<file path="src/rtl/mem_sched_pkg.sv">
// Shared widths, FSM encoding and command record for the memory port scheduler.
// Pure declarations: no latency and no flow control of its own.
package mem_sched_pkg;

    localparam int NUM_REQ   = 4;
    localparam int ADDR_W    = 32;
    localparam int LEN_W     = 4;
    localparam int DATA_W    = 32;
    localparam int MAX_OUTST = 8;
    localparam int SRC_W     = $clog2(NUM_REQ);
    localparam int QPTR_W    = $clog2(MAX_OUTST) + 1;

    typedef enum logic {
        IDLE  = 1'b0,
        ISSUE = 1'b1
    } sched_state_e;

    typedef struct packed {
        logic [ADDR_W-1:0] addr;
        logic [LEN_W-1:0]  len;
        logic [SRC_W-1:0]  src;
    } cmd_t;

endpackage

</file>
<file path="src/rtl/mem_port_scheduler_id_fifo.sv">
// In-order queue of issuing requester IDs; push/pop take effect at the clock edge.
// No internal backpressure: the caller never pushes when full unless it pops in the same cycle.
module id_fifo #(
    parameter int WIDTH = 2,
    parameter int DEPTH = 8
) (
    input  logic             clk,
    input  logic             rst_n,
    input  logic             push_i,
    input  logic [WIDTH-1:0] push_dat_i,
    input  logic             pop_i,
    output logic             full_o,
    output logic             empty_o,
    output logic [WIDTH-1:0] head_o
);

    localparam int AW = $clog2(DEPTH);

    logic [AW:0]      wr_q, wr_d;
    logic [AW:0]      rd_q, rd_d;
    logic [WIDTH-1:0] mem_q [DEPTH];

    always_comb begin
        wr_d = wr_q;
        rd_d = rd_q;
        if (push_i) wr_d = wr_q + 1'b1;
        if (pop_i)  rd_d = rd_q + 1'b1;
    end

    always_ff @(posedge clk) begin
        if (!rst_n) begin
            wr_q <= '0;
            rd_q <= '0;
        end else begin
            wr_q <= wr_d;
            rd_q <= rd_d;
        end
    end

    always_ff @(posedge clk) begin
        if (push_i) mem_q[wr_q[AW-1:0]] <= push_dat_i;
    end

    // Extra pointer MSB separates a full ring from an empty one.
    assign full_o  = (wr_q[AW] != rd_q[AW]) && (wr_q[AW-1:0] == rd_q[AW-1:0]);
    assign empty_o = (wr_q == rd_q);
    assign head_o  = mem_q[rd_q[AW-1:0]];

endmodule

</file>
<file path="src/rtl/mem_port_scheduler.sv">
// Round-robin share of one memory command port; responses routed back in issue order.
// Request valid -> o_mem_valid in 1 cycle; command held until i_mem_ready; responses stall on client ready.
module mem_port_scheduler
    import mem_sched_pkg::*;
(
    input  logic                      clk,
    input  logic                      rst_n,
    input  logic [NUM_REQ-1:0]        i_req_valid,
    input  logic [NUM_REQ*ADDR_W-1:0] i_req_addr,
    input  logic [NUM_REQ*LEN_W-1:0]  i_req_len,
    output logic [NUM_REQ-1:0]        o_req_ready,
    output logic                      o_mem_valid,
    output logic [ADDR_W-1:0]         o_mem_addr,
    output logic [LEN_W-1:0]          o_mem_len,
    output logic [SRC_W-1:0]          o_mem_src,
    input  logic                      i_mem_ready,
    input  logic                      i_rsp_valid,
    input  logic [DATA_W-1:0]         i_rsp_data,
    input  logic                      i_rsp_last,
    output logic                      o_rsp_ready,
    output logic [NUM_REQ-1:0]        o_cl_rsp_valid,
    output logic [DATA_W-1:0]         o_cl_rsp_data,
    output logic                      o_cl_rsp_last,
    input  logic [NUM_REQ-1:0]        i_cl_rsp_ready
);

    sched_state_e     state_q, state_d;
    logic [SRC_W-1:0] ptr_q, ptr_d;
    cmd_t             cmd_q, cmd_d;
    logic [SRC_W-1:0] win;
    logic [SRC_W-1:0] head;
    logic             q_full, q_empty, push, pop;

    // Rotate the doubled request vector so bit 0 is the current priority holder.
    function automatic logic [SRC_W-1:0] rr_pick(input logic [NUM_REQ-1:0] req,
                                                 input logic [SRC_W-1:0]   ptr);
        logic [NUM_REQ-1:0] rot;
        logic [SRC_W-1:0]   idx;
        rot = NUM_REQ'({req, req} >> ptr);
        idx = '0;
        for (int i = NUM_REQ - 1; i >= 0; i--) begin
            if (rot[i]) idx = SRC_W'((int'(ptr) + i) % NUM_REQ);
        end
        return idx;
    endfunction

    assign win = rr_pick(i_req_valid, ptr_q);

    always_ff @(posedge clk) begin
        if (!rst_n) begin
            state_q <= IDLE;
            ptr_q   <= '0;
            cmd_q   <= '0;
        end else begin
            state_q <= state_d;
            ptr_q   <= ptr_d;
            cmd_q   <= cmd_d;
        end
    end

    always_comb begin
        state_d = state_q;
        ptr_d   = ptr_q;
        cmd_d   = cmd_q;
        case (state_q)
            IDLE: begin
                if (!q_full && (|i_req_valid)) begin
                    cmd_d.addr = i_req_addr[win*ADDR_W +: ADDR_W];
                    cmd_d.len  = i_req_len[win*LEN_W +: LEN_W];
                    cmd_d.src  = win;
                    state_d    = ISSUE;
                end
            end
            ISSUE: begin
                if (i_mem_ready) begin
                    ptr_d   = SRC_W'((int'(cmd_q.src) + 1) % NUM_REQ);
                    state_d = IDLE;
                end
            end
            default: state_d = IDLE;
        endcase
    end

    always_comb begin
        o_mem_valid = (state_q == ISSUE);
        o_mem_addr  = cmd_q.addr;
        o_mem_len   = cmd_q.len;
        o_mem_src   = cmd_q.src;
        o_req_ready = '0;
        push        = 1'b0;
        if (state_q == ISSUE && i_mem_ready) begin
            o_req_ready[cmd_q.src] = 1'b1;
            push                   = 1'b1;
        end
    end

    always_comb begin
        o_cl_rsp_valid = '0;
        o_rsp_ready    = !q_empty && i_cl_rsp_ready[head];
        if (i_rsp_valid && !q_empty) o_cl_rsp_valid[head] = 1'b1;
        pop = i_rsp_valid && o_rsp_ready && i_rsp_last;
    end

    assign o_cl_rsp_data = i_rsp_data;
    assign o_cl_rsp_last = i_rsp_last;

    id_fifo #(
        .WIDTH (SRC_W),
        .DEPTH (MAX_OUTST)
    ) u_id_fifo (
        .clk        (clk),
        .rst_n      (rst_n),
        .push_i     (push),
        .push_dat_i (cmd_q.src),
        .pop_i      (pop),
        .full_o     (q_full),
        .empty_o    (q_empty),
        .head_o     (head)
    );

endmodule

</file>
<file path="config.mk">
export PLATFORM = sky130hd
export DESIGN_NAME = mem_port_scheduler
export DESIGN_NICKNAME = d
export VERILOG_FILES = /design/src/rtl/mem_sched_pkg.sv /design/src/rtl/mem_port_scheduler_id_fifo.sv /design/src/rtl/mem_port_scheduler.sv
export SDC_FILE = /design/constraint.sdc
export NUM_CORES = 1
export LEC_CHECK = 0
export CORE_MARGIN = 2
export CORE_UTILIZATION = 30
export CTS_CLUSTER_DIAMETER = 30
export CTS_CLUSTER_SIZE = 8
export DETAILED_ROUTE_END_ITERATION = 10
export PLACE_DENSITY = 0.67
export REMOVE_ABC_BUFFERS = 1
export SYNTH_ARGS = -nofsm -noshare
export SYNTH_HDL_FRONTEND = slang
export SYNTH_SLANG_ARGS = --single-unit
</file>
<file path="constraint.sdc">
create_clock -name clk -period 3.6 [get_ports clk]
set_input_delay 0.54 -clock clk [delete_from_list [all_inputs] [get_ports clk]]
set_output_delay 0.54 -clock clk [all_outputs]
set_load 0.05 [all_outputs]
</file>
==> qor.yml <==
outcome:
  status: "finished clean"
hold_path:
  min_to: "o_mem_addr[12]"
  hold_class: "register to register"
  min_from: "o_mem_addr[12]"
  holdPathStages: 2
clock_network:
  hold_buffers: 0
  post-cts-setup-buffers: 0
  cts.sinks: 68
  clk_pin_slew_ps: 60
  cts-resized-gates: 0
  cts_tree: "done"
  cts-buffers-inserted: 9
  cts_max_path_buffers: 2
  root_buffer: "clkbuf_16"
  worstSkewPairLatency_ps: 320
  htreeDepth: 3
critical_path:
  timing.reg2reg.setup_slack_ps: 850
  start_kind: "register"
  r2r-start: "u_id_fifo.wr_q[0]"
  worstPathRequired_ps: 3060
  r2r-end: "o_mem_addr[11]"
  cp.arrival_ps: 2700
  end_kind: "primary output"
  critPathKind: "register to primary output"
  reg2reg_depth: 6
  worst-path-max-fanout: 5
routing:
  wl_per_cell_um: 18.7
  drt_first_pass_iters: 6
  totalWireLength_um: 15800
  routed_via_density: 5.29
  vias: 4468
  detail-route-antenna-nets: 0
  drtIter0Drc: 228
  drc: 0
die:
  die_w_um: 125
  die_h_um: 125
  pin_count: 270
  core_area_um2: 14400
  row_count: 44
  start_util_pct: 30.4
  dieArea_um2: 15600
finish:
  final_nets: 850
  drive_gt1_share_pct: 5.45
  final_cells: 844
  syn_to_final_growth_pct: 51.6
  finalCoreUtilization_pct: 46.0
  diodes: 0
  fillers: 1407
global_routing:
  grt_usage_pct: 19.9
  grt_antenna_before_repair: 0
  grt_max_degree: 54
  grt_pass1_vias: 4429
  grt_pass1_wl_um: 24400
  grt_overflow: 0
timing:
  worst_pin_slew_ps: 1180
  fin_crit_sh_pct: 90.0
  max-slew-margin-rel_pct: 20.9
  skew_ps: 7.91
  fin_crit_ps: 3240
  max_freq_mhz: 309
  finalHoldViolCount: 0
  maxSlewViolCount: 0
  setup_viol: 0
  rsz0062_at_grt: "false"
logic_synthesis:
  synthCells: 507
  netlist_area_um2: 4380
  synth-async-reset-ratio_pct: 0
  synth_edf_count: 16
  yosys.area.top_type_share_pct: 23.8
  yosysMostFrequentCell: "nand2_1"
  synth_ff_type: "dfxtp_1"
  yosysUniqueCellTypes: 39
  ys_top_cells_by_area: "dfxtp_1 (24%), edfxtp_1 (11%), nand2_1 (11%)"
  syn_area_per_cell_um2: 8.64
  yosysTopAreaCell: "dfxtp_1"
  ys_ff_latch: 68
  yosys_warnings: 0
  yosys-top-cells-count: "nand2_1 (125), dfxtp_1 (52), a21boi_0 (39)"
  ys_seq_area_share_pct: 34.7
placement:
  gp_congestion: 0.795
  hpwl_um: 11500
  io_buffer_count: 205
  placedCellCount: 828
pwr:
  pwr-share-seq_pct: 35.0
  p_clk_share_pct: 32.4
  total_power_w: 0.00250
  power.switching_fraction_pct: 32.4
  p_switching_w: 0.000809
  p_leak_nw: 2.35
  power.density_nw_per_um2: 376
  vdd_drop_max_mv: 0.176
  internal-power_w: 0.00169
  power_frac_comb_pct: 32.6
run:
  maxCapViolCount: 0
## area by class of cell
class	instances	area, um2	share of cell area [%]
multi-input cells	354	2460	37.1
clock buffers	12	246	3.71
inverters	6	22.5	0.339
well taps	184	230	3.47
repair buffers	216	2130	32.1
clock inverters	4	26.3	0.396
flip-flops and latches	68	1520	22.9
## how the worst max path moves through the flow
stage / slack, ps / cells past startpoint / endpoint
2_1_floorplan: -540 / 6 / o_mem_addr[0]
3_3_place_gp: 470 / 7 / o_mem_addr[24]
3_5_place_dp: 430 / 8 / o_mem_addr[6]
4_1_cts: 80 / 6 / o_rsp_ready
6_report: 360 / 5 / o_cl_rsp_valid[2]
5_1_grt: 200 / 5 / o_cl_rsp_valid[2]
## critical path, stage by stage (launching register included)
cell and delay, ps:
dfxtp_1 420, mux4_1 580, mux2i_1 340, nand2b_1 260
nor2b_1 80, clkdlybuf4s50_1 710
## layout by cell type (no fill, tap or decap), drive strengths merged, types with 12 or more instances in the layout
master,n
clkdlybuf4s50,203
a311o,36
nand2,125
a21boi,39
nor4b,36
dfxtp,52
edfxtp,16
a211oi,36
buf,12
clkbuf,12
## metal layers
metal | GRT usage [%] | wire length (um) | part of all wire (%) | up-vias
li1 | - | - | - | 2119
met1 | 24.7 | 6630 | 42 | 2094
met2 | 31.2 | 7150 | 45 | 238
met3 | 9.66 | 1780 | 11 | 15
met4 | 4.18 | 163 | 1.0 | 2
met5 | 3.27 | 54 | 0.34 | -
## logic make-up after synthesis
family	count (synthesis)	synth area share, %
compound gates	125	23.7
xor+xnor	8	1.60
fa+ha+maj	6	1.71
buf+inv	85	10.3
flops	68	34.7
mux	13	4.74
simple gates	202	23.2
## through the flow
stage | worst slack [ps] | TNS, ps | hold WS (ps) | instance area (um2)
floorplan | -538 | -19890 | 459 | 3950
global placement | 471 | 0 | 454 | 6360
detailed placement | 430 | 0 | 460 | 6360
CTS | 79.4 | 0 | 467 | 6640
global route | 205 | 0 | 487 | 6640
finish | 360 | 0 | 462 | 6640
## power groups by stage
| stage | Sequential [W] | Combinational [W] | Clock (W) |
|---|---|---|---|
| 6_report | 0.000873 | 0.000815 | 0.000808 |
| 5_1_grt | 0.000882 | 0.000870 | 0.000865 |
| 4_1_cts | 0.000874 | 0.000816 | 0.000826 |
| 3_5_place_dp | 0.000890 | 0.000813 | 0 |
| 3_3_place_gp | 0.000887 | 0.000806 | 0 |
| 2_1_floorplan | 0.00104 | 0.000271 | 0 |
## state kept, by name, summed over array words and instances (netlist names), named ones only
register,flops
o_mem_addr,32
u_id_fifo.wr_q,4
u_id_fifo.mem_q,16
o_mem_src,2
u_id_fifo.rd_q,4
o_mem_valid,1
ptr_q,2
o_mem_len,4
(Power assumes the default switching activity.)
==> edit 1: new RTL, config.mk and constraints unchanged <==
Set the package constant `DATA_W` to 16 (it was 32).
--- a/src/rtl/mem_sched_pkg.sv
+++ b/src/rtl/mem_sched_pkg.sv
@@ -5,7 +5,7 @@
     localparam int NUM_REQ   = 4;
     localparam int ADDR_W    = 32;
     localparam int LEN_W     = 4;
-    localparam int DATA_W    = 32;
+    localparam int DATA_W    = 16;
     localparam int MAX_OUTST = 8;
     localparam int SRC_W     = $clog2(NUM_REQ);
     localparam int QPTR_W    = $clog2(MAX_OUTST) + 1;
Interface: changed (resized i_rsp_data and o_cl_rsp_data); port bits go from 270 to 238. No check against the original RTL was run, so the function may have changed too.
==> edit 1 against the unedited design <==
- utilization is 1.9 points higher
- total power is 0.41% lower
- synthesized area is 2.7% lower
- sequential share of layout area hardly changed
- wire length is 9.8% lower
- sequential cell count stayed put
- worst setup slack better by 0.038 ns
- cell area is 0.13% higher
- critical path depth stayed put
- clock skew is 0.0030 ns lower
- combinational power is 0.7% higher
- highest routed layer is now met4
==> edit 1: results (changes against the unedited design) <==
met2 Use GR 0.3156 (was 0.3118); Leak 2.344 nW (was 2.348 nW); Reg2Reg Launch Point ptr_q[1]$_SDFFE_PN0P_ (was u_id_fifo.wr_q[0]$_SDFFE_PN0P_); Placed Area 6374 um^2 (was 6364 um^2); DRT Pass-1 Iters 4 (was 6); worst-case hold path end point o_mem_addr[14]$_SDFFE_PN0P_ (was o_mem_addr[12]$_SDFFE_PN0P_); post-synthesis adder-cell area fraction 0.01763 (was 0.01714); WL final 14220 um (was 15770 um); first-pass GRT wire length 21770 um (was 24360 um); Worst slew margin 0.3574 (was 0.2091); largest net degree at the start of global routing 74 (was 54); outcome complete, no violations (unchanged); HPWL reported at the end of detailed placement 10000 um (was 11480 um); Layout Nets 831 (was 850); Filler cells 1351 (was 1407); Post-synth top cells 125 x nand2_1, 52 x dfxtp_1, 39 x a21boi_0 (unchanged); GPL Wtd Cong 0.7997 (was 0.7945); TritonCTS Buffers 9 (unchanged); maximum vdd drop 0.1783 mV (was 0.1764 mV); met1 GRT Util 0.2121 (was 0.2471); worst r2r path cells 7 (was 6); mux contribution to synthesized area 0.04877 (was 0.04743); Placed Cells 821 (was 828); M3 GR Usage 0.07103 (was 0.09665); layout cell share with drive strength beyond 1 0.05023 (was 0.05455); Worst Hold Launch o_mem_addr[14]$_SDFFE_PN0P_ (was o_mem_addr[12]$_SDFFE_PN0P_); 1st-iter DRT viols 211 (was 228); Synth Area per Inst 8.674 um^2 (was 8.637 um^2); Avg Vias per Cell 5.286 (was 5.294); Total GRT Usage 0.1858 (was 0.1992); largest cells by area after synthesis dfxtp_1 24%, edfxtp_1 11%, nand2_1 11%, a311o_1 8.5%, nor4b_1 7.4% (was dfxtp_1 24%, edfxtp_1 11%, nand2_1 11%, a311o_1 8.2%, nor4b_1 7.2%); Hold Slack 0.4633 ns (was 0.4621 ns); skew final 0.004885 ns (was 0.007905 ns); Port Buffers 205 (unchanged); Synth Area in XOR/XNOR 0.01645 (was 0.01600); Crit Reg-Reg Endpoint o_mem_addr[8]$_SDFFE_PN0P_ (was o_mem_addr[11]$_SDFFE_PN0P_); Hold Path Cell Cnt 2 (unchanged); Seq/Total Area, Yosys 0.3572 (was 0.3474); Critical Path AT 2.66 ns (was 2.70 ns); post-place setup slack 0.4340 ns (was 0.4297 ns); Max Clock Freq 312.3 MHz (was 308.7 MHz); R2R Setup Slk 1.16 ns (was 0.85 ns); number of global-route vias before repair 4348 (was 4429); Compound-Gate Fraction of Synth Area 0.2435 (was 0.2369); DR vias 4424 (was 4468)
## edit 1: area by class of cell
| type | count | area [um^2] | area share |
|---|---|---|---|
| well taps | 180 | 225.2 | 0.03388 |
| inverters | 6 | 22.52 | 0.003388 |
| clock buffers | 12 | 246.5 | 0.03708 |
| flip-flops and latches | 68 | 1521 | 0.2289 |
| multi-input cells | 354 | 2460 | 0.3700 |
| clock inverters | 4 | 25.02 | 0.003764 |
| repair buffers | 213 | 2147 | 0.3230 |
## edit 1: power breakdown
group	total [mW]	internal (mW)	switching [mW]	leakage [nW]
registers	0.872	0.835	0.0369	0.576
clock network	0.793	0.482	0.310	0.129
logic	0.821	0.373	0.448	1.64
## edit 1: per-layer routing
| metal | wire, um | share of wire | up-vias |
|---|---|---|---|
| met2 | 6835 | 0.48 | 206 |
| met5 | 0 | 0 | - |
| met1 | 5721 | 0.40 | 2083 |
| met3 | 1350 | 0.095 | 23 |
| li1 | - | - | 2112 |
| met4 | 314 | 0.022 | 0 |
## edit 1: worst max path at each step
stage / depth (start not counted) / start / endpoint
4_1_cts: 6 / flop / o_rsp_ready
6_report: 5 / flop / o_cl_rsp_valid[3]
3_3_place_gp: 6 / flop / o_rsp_ready
5_1_grt: 5 / flop / o_cl_rsp_valid[2]
2_1_floorplan: 6 / i_req_valid[2] / o_mem_addr[0]$_SDFFE_PN0P_
3_5_place_dp: 6 / flop / o_rsp_ready
## edit 1: cell families (layout without fill, tap and decap cells)
| kind of cell | after synthesis | after routing |
|---|---|---|
| AO/OA/AOI/OAI | 125 | 125 |
| XOR/XNOR | 8 | 8 |
| flip-flops | 68 | 68 |
| AND/OR/NAND/NOR | 202 | 202 |
| multiplexers | 13 | 13 |
| buffers and inverters | 69 | 235 |
| adder cells (fa/ha/maj) | 6 | 6 |
==> edit 2: new RTL, same settings <==
Made on the original files. Reset style: asynchronous (`rst_n`), changed in 2 clocked blocks.
--- a/src/rtl/mem_port_scheduler_id_fifo.sv
+++ b/src/rtl/mem_port_scheduler_id_fifo.sv
@@ -27,7 +27,7 @@
         if (pop_i)  rd_d = rd_q + 1'b1;
     end
 
-    always_ff @(posedge clk) begin
+    always_ff @(posedge clk or negedge rst_n) begin
         if (!rst_n) begin
             wr_q <= '0;
             rd_q <= '0;
--- a/src/rtl/mem_port_scheduler.sv
+++ b/src/rtl/mem_port_scheduler.sv
@@ -46,7 +46,7 @@
 
     assign win = rr_pick(i_req_valid, ptr_q);
 
-    always_ff @(posedge clk) begin
+    always_ff @(posedge clk or negedge rst_n) begin
         if (!rst_n) begin
             state_q <= IDLE;
             ptr_q   <= '0;
Behaviour: differs if rst_n is asserted again (counterexample within 4 cycles, from zero or initial values and one cycle with rst_n low); with rst_n held inactive, the same outputs for 4 cycles.
==> edit 2 against the unedited design <==
- worst setup slack got worse by 0.11 ns
- register-to-register slack improved by 0.12 ns
- synthesized area fell by 2.0%
- cell area fell by 0.72%
- wire length fell by 15%
- utilization rose by 1.3 points
- sequential cell count fell by 3
- die area fell by 2.0%
Power is not compared: it rests on default switching activity, and its combinational part moved more than twofold at a synthesized area within 25%.
==> edit 2: results (changes against the unedited design) <==
CP peak stage delay 0.79 ns (was 0.71 ns); number of library cell types mapped by synthesis 46 (was 39); GPL Wtd Cong 0.8251 (was 0.7945); met1 GRT Util 0.2109 (was 0.2471); Layout Nets 843 (was 850); asr flop ratio synth 0.7538 (was 0); Post-synth top cells 119 x nand2_1, 49 x dfrtp_1, 41 x and3_1 (was 125 x nand2_1, 52 x dfxtp_1, 39 x a21boi_0); DRT Pass-1 Iters 4 (was 6); post-place setup slack 0.5832 ns (was 0.4297 ns); WL final 13440 um (was 15770 um); Seq/Total Area, Yosys 0.3978 (was 0.3474); Crit Reg-Reg Endpoint o_mem_addr[24]$_DFFE_PN0P_ (was o_mem_addr[11]$_SDFFE_PN0P_); largest cells by area after synthesis dfrtp_1 29%, edfxtp_1 11%, nand2_1 10%, a211oi_1 6.5%, o31ai_1 6.3% (was dfxtp_1 24%, edfxtp_1 11%, nand2_1 11%, a311o_1 8.2%, nor4b_1 7.2%); layout cell share with drive strength beyond 1 0.07044 (was 0.05455); skew final 0.007521 ns (was 0.007905 ns); worst min path class input pin to asynchronous set/reset pin (was flop to flop); top_reg_cell synth dfrtp_1 (was dfxtp_1); Leak 2.691 nW; outcome complete, no violations (unchanged); R2R Setup Slk 0.97 ns (was 0.85 ns); worst r2r path cells 7 (was 6); Total GRT Usage 0.1771 (was 0.1992); M3 GR Usage 0.07601 (was 0.09665); fin cells 833 (was 844); Avg Vias per Cell 4.952 (was 5.294); 1st-iter DRT viols 123 (was 228); number of global-route vias before repair 4132 (was 4429); Worst slew margin 0.3082 (was 0.2091); Critical Path AT 2.81 ns (was 2.70 ns); Reg2Reg Launch Point u_id_fifo.rd_q[1]$_DFFE_PN0P_ (was u_id_fifo.wr_q[0]$_SDFFE_PN0P_); Filler cells 1299 (was 1407); Placed Area 6265 um^2 (was 6364 um^2); Max FO, Critical Path 8 (was 5); Root Buffer clkbuf_16 (unchanged); Placed Cells 817 (was 828); HPWL reported at the end of detailed placement 10380 um (was 11480 um); first-pass GRT wire length 20620 um (was 24360 um); Synth Area per Inst 8.720 um^2 (was 8.637 um^2)
[edit 2: final cells by class]
class / instances / area [um^2] / area share
Sequential cell: 65 / 1707 / 0.2589
Clock inverter: 7 / 101.3 / 0.01538
Multi-Input combinational cell: 353 / 2175 / 0.3299
Clock buffer: 9 / 225.2 / 0.03417
Inverter: 5 / 18.77 / 0.002847
Tap cell: 180 / 225.2 / 0.03417
Timing Repair Buffer: 214 / 2140 / 0.3246
[edit 2: per-layer routing]
metal | vias up | share of wire
met5 | - | 0.0028
met4 | 2 | 0.019
met3 | 22 | 0.10
met2 | 199 | 0.46
met1 | 1900 | 0.42
li1 | 2002 | -
[edit 2: stage by stage]
step                hold slack, ns  TNS (ns)    util
finish                      0.3953         0  0.4730
global route                0.4815         0  0.4730
CTS                         0.4429         0  0.4730
detailed placement          0.4655         0  0.4496
global placement            0.4623         0  0.4496
floorplan                   0.2444    -31.84       -
[edit 2: report_power, final]
part           internal, mW  switching, mW
clock network         0.613          0.341
logic                  1.35           2.15
registers              1.10          0.278
total                  3.06           2.77
[edit 2: worst max path at each step]
stage / endpoint / slack (ns) / depth (start not counted)
after floorplan: o_mem_addr[0]$_DFFE_PN0P_ / -0.85 / 5
after global placement: o_cl_rsp_valid[2] / 0.65 / 6
after detailed placement: o_cl_rsp_valid[2] / 0.58 / 6
after CTS: o_rsp_ready / 0.29 / 7
after global routing: o_rsp_ready / 0.11 / 7
final: o_rsp_ready / 0.25 / 7
[edit 2: worst max-delay path, delay by kind of cell (launching register included)]
kind / cells / cell delay [ns]
multiplexers: 1 / 0.32
AO/OA/AOI/OAI: 4 / 0.75
buffers and inverters: 2 / 1.00
flip-flops: 1 / 0.40
[edit 2: cell families after synthesis]
family | Yosys count | share of synthesized area
and+or+nand+nor | 230 | 0.2604
AOI/OAI and AO/OA | 96 | 0.1651
buffers and inverters | 74 | 0.1012
DFF | 65 | 0.3978
muxes | 11 | 0.03762
xor gates and xnor gates | 10 | 0.02042
adders and majority gates | 6 | 0.01750
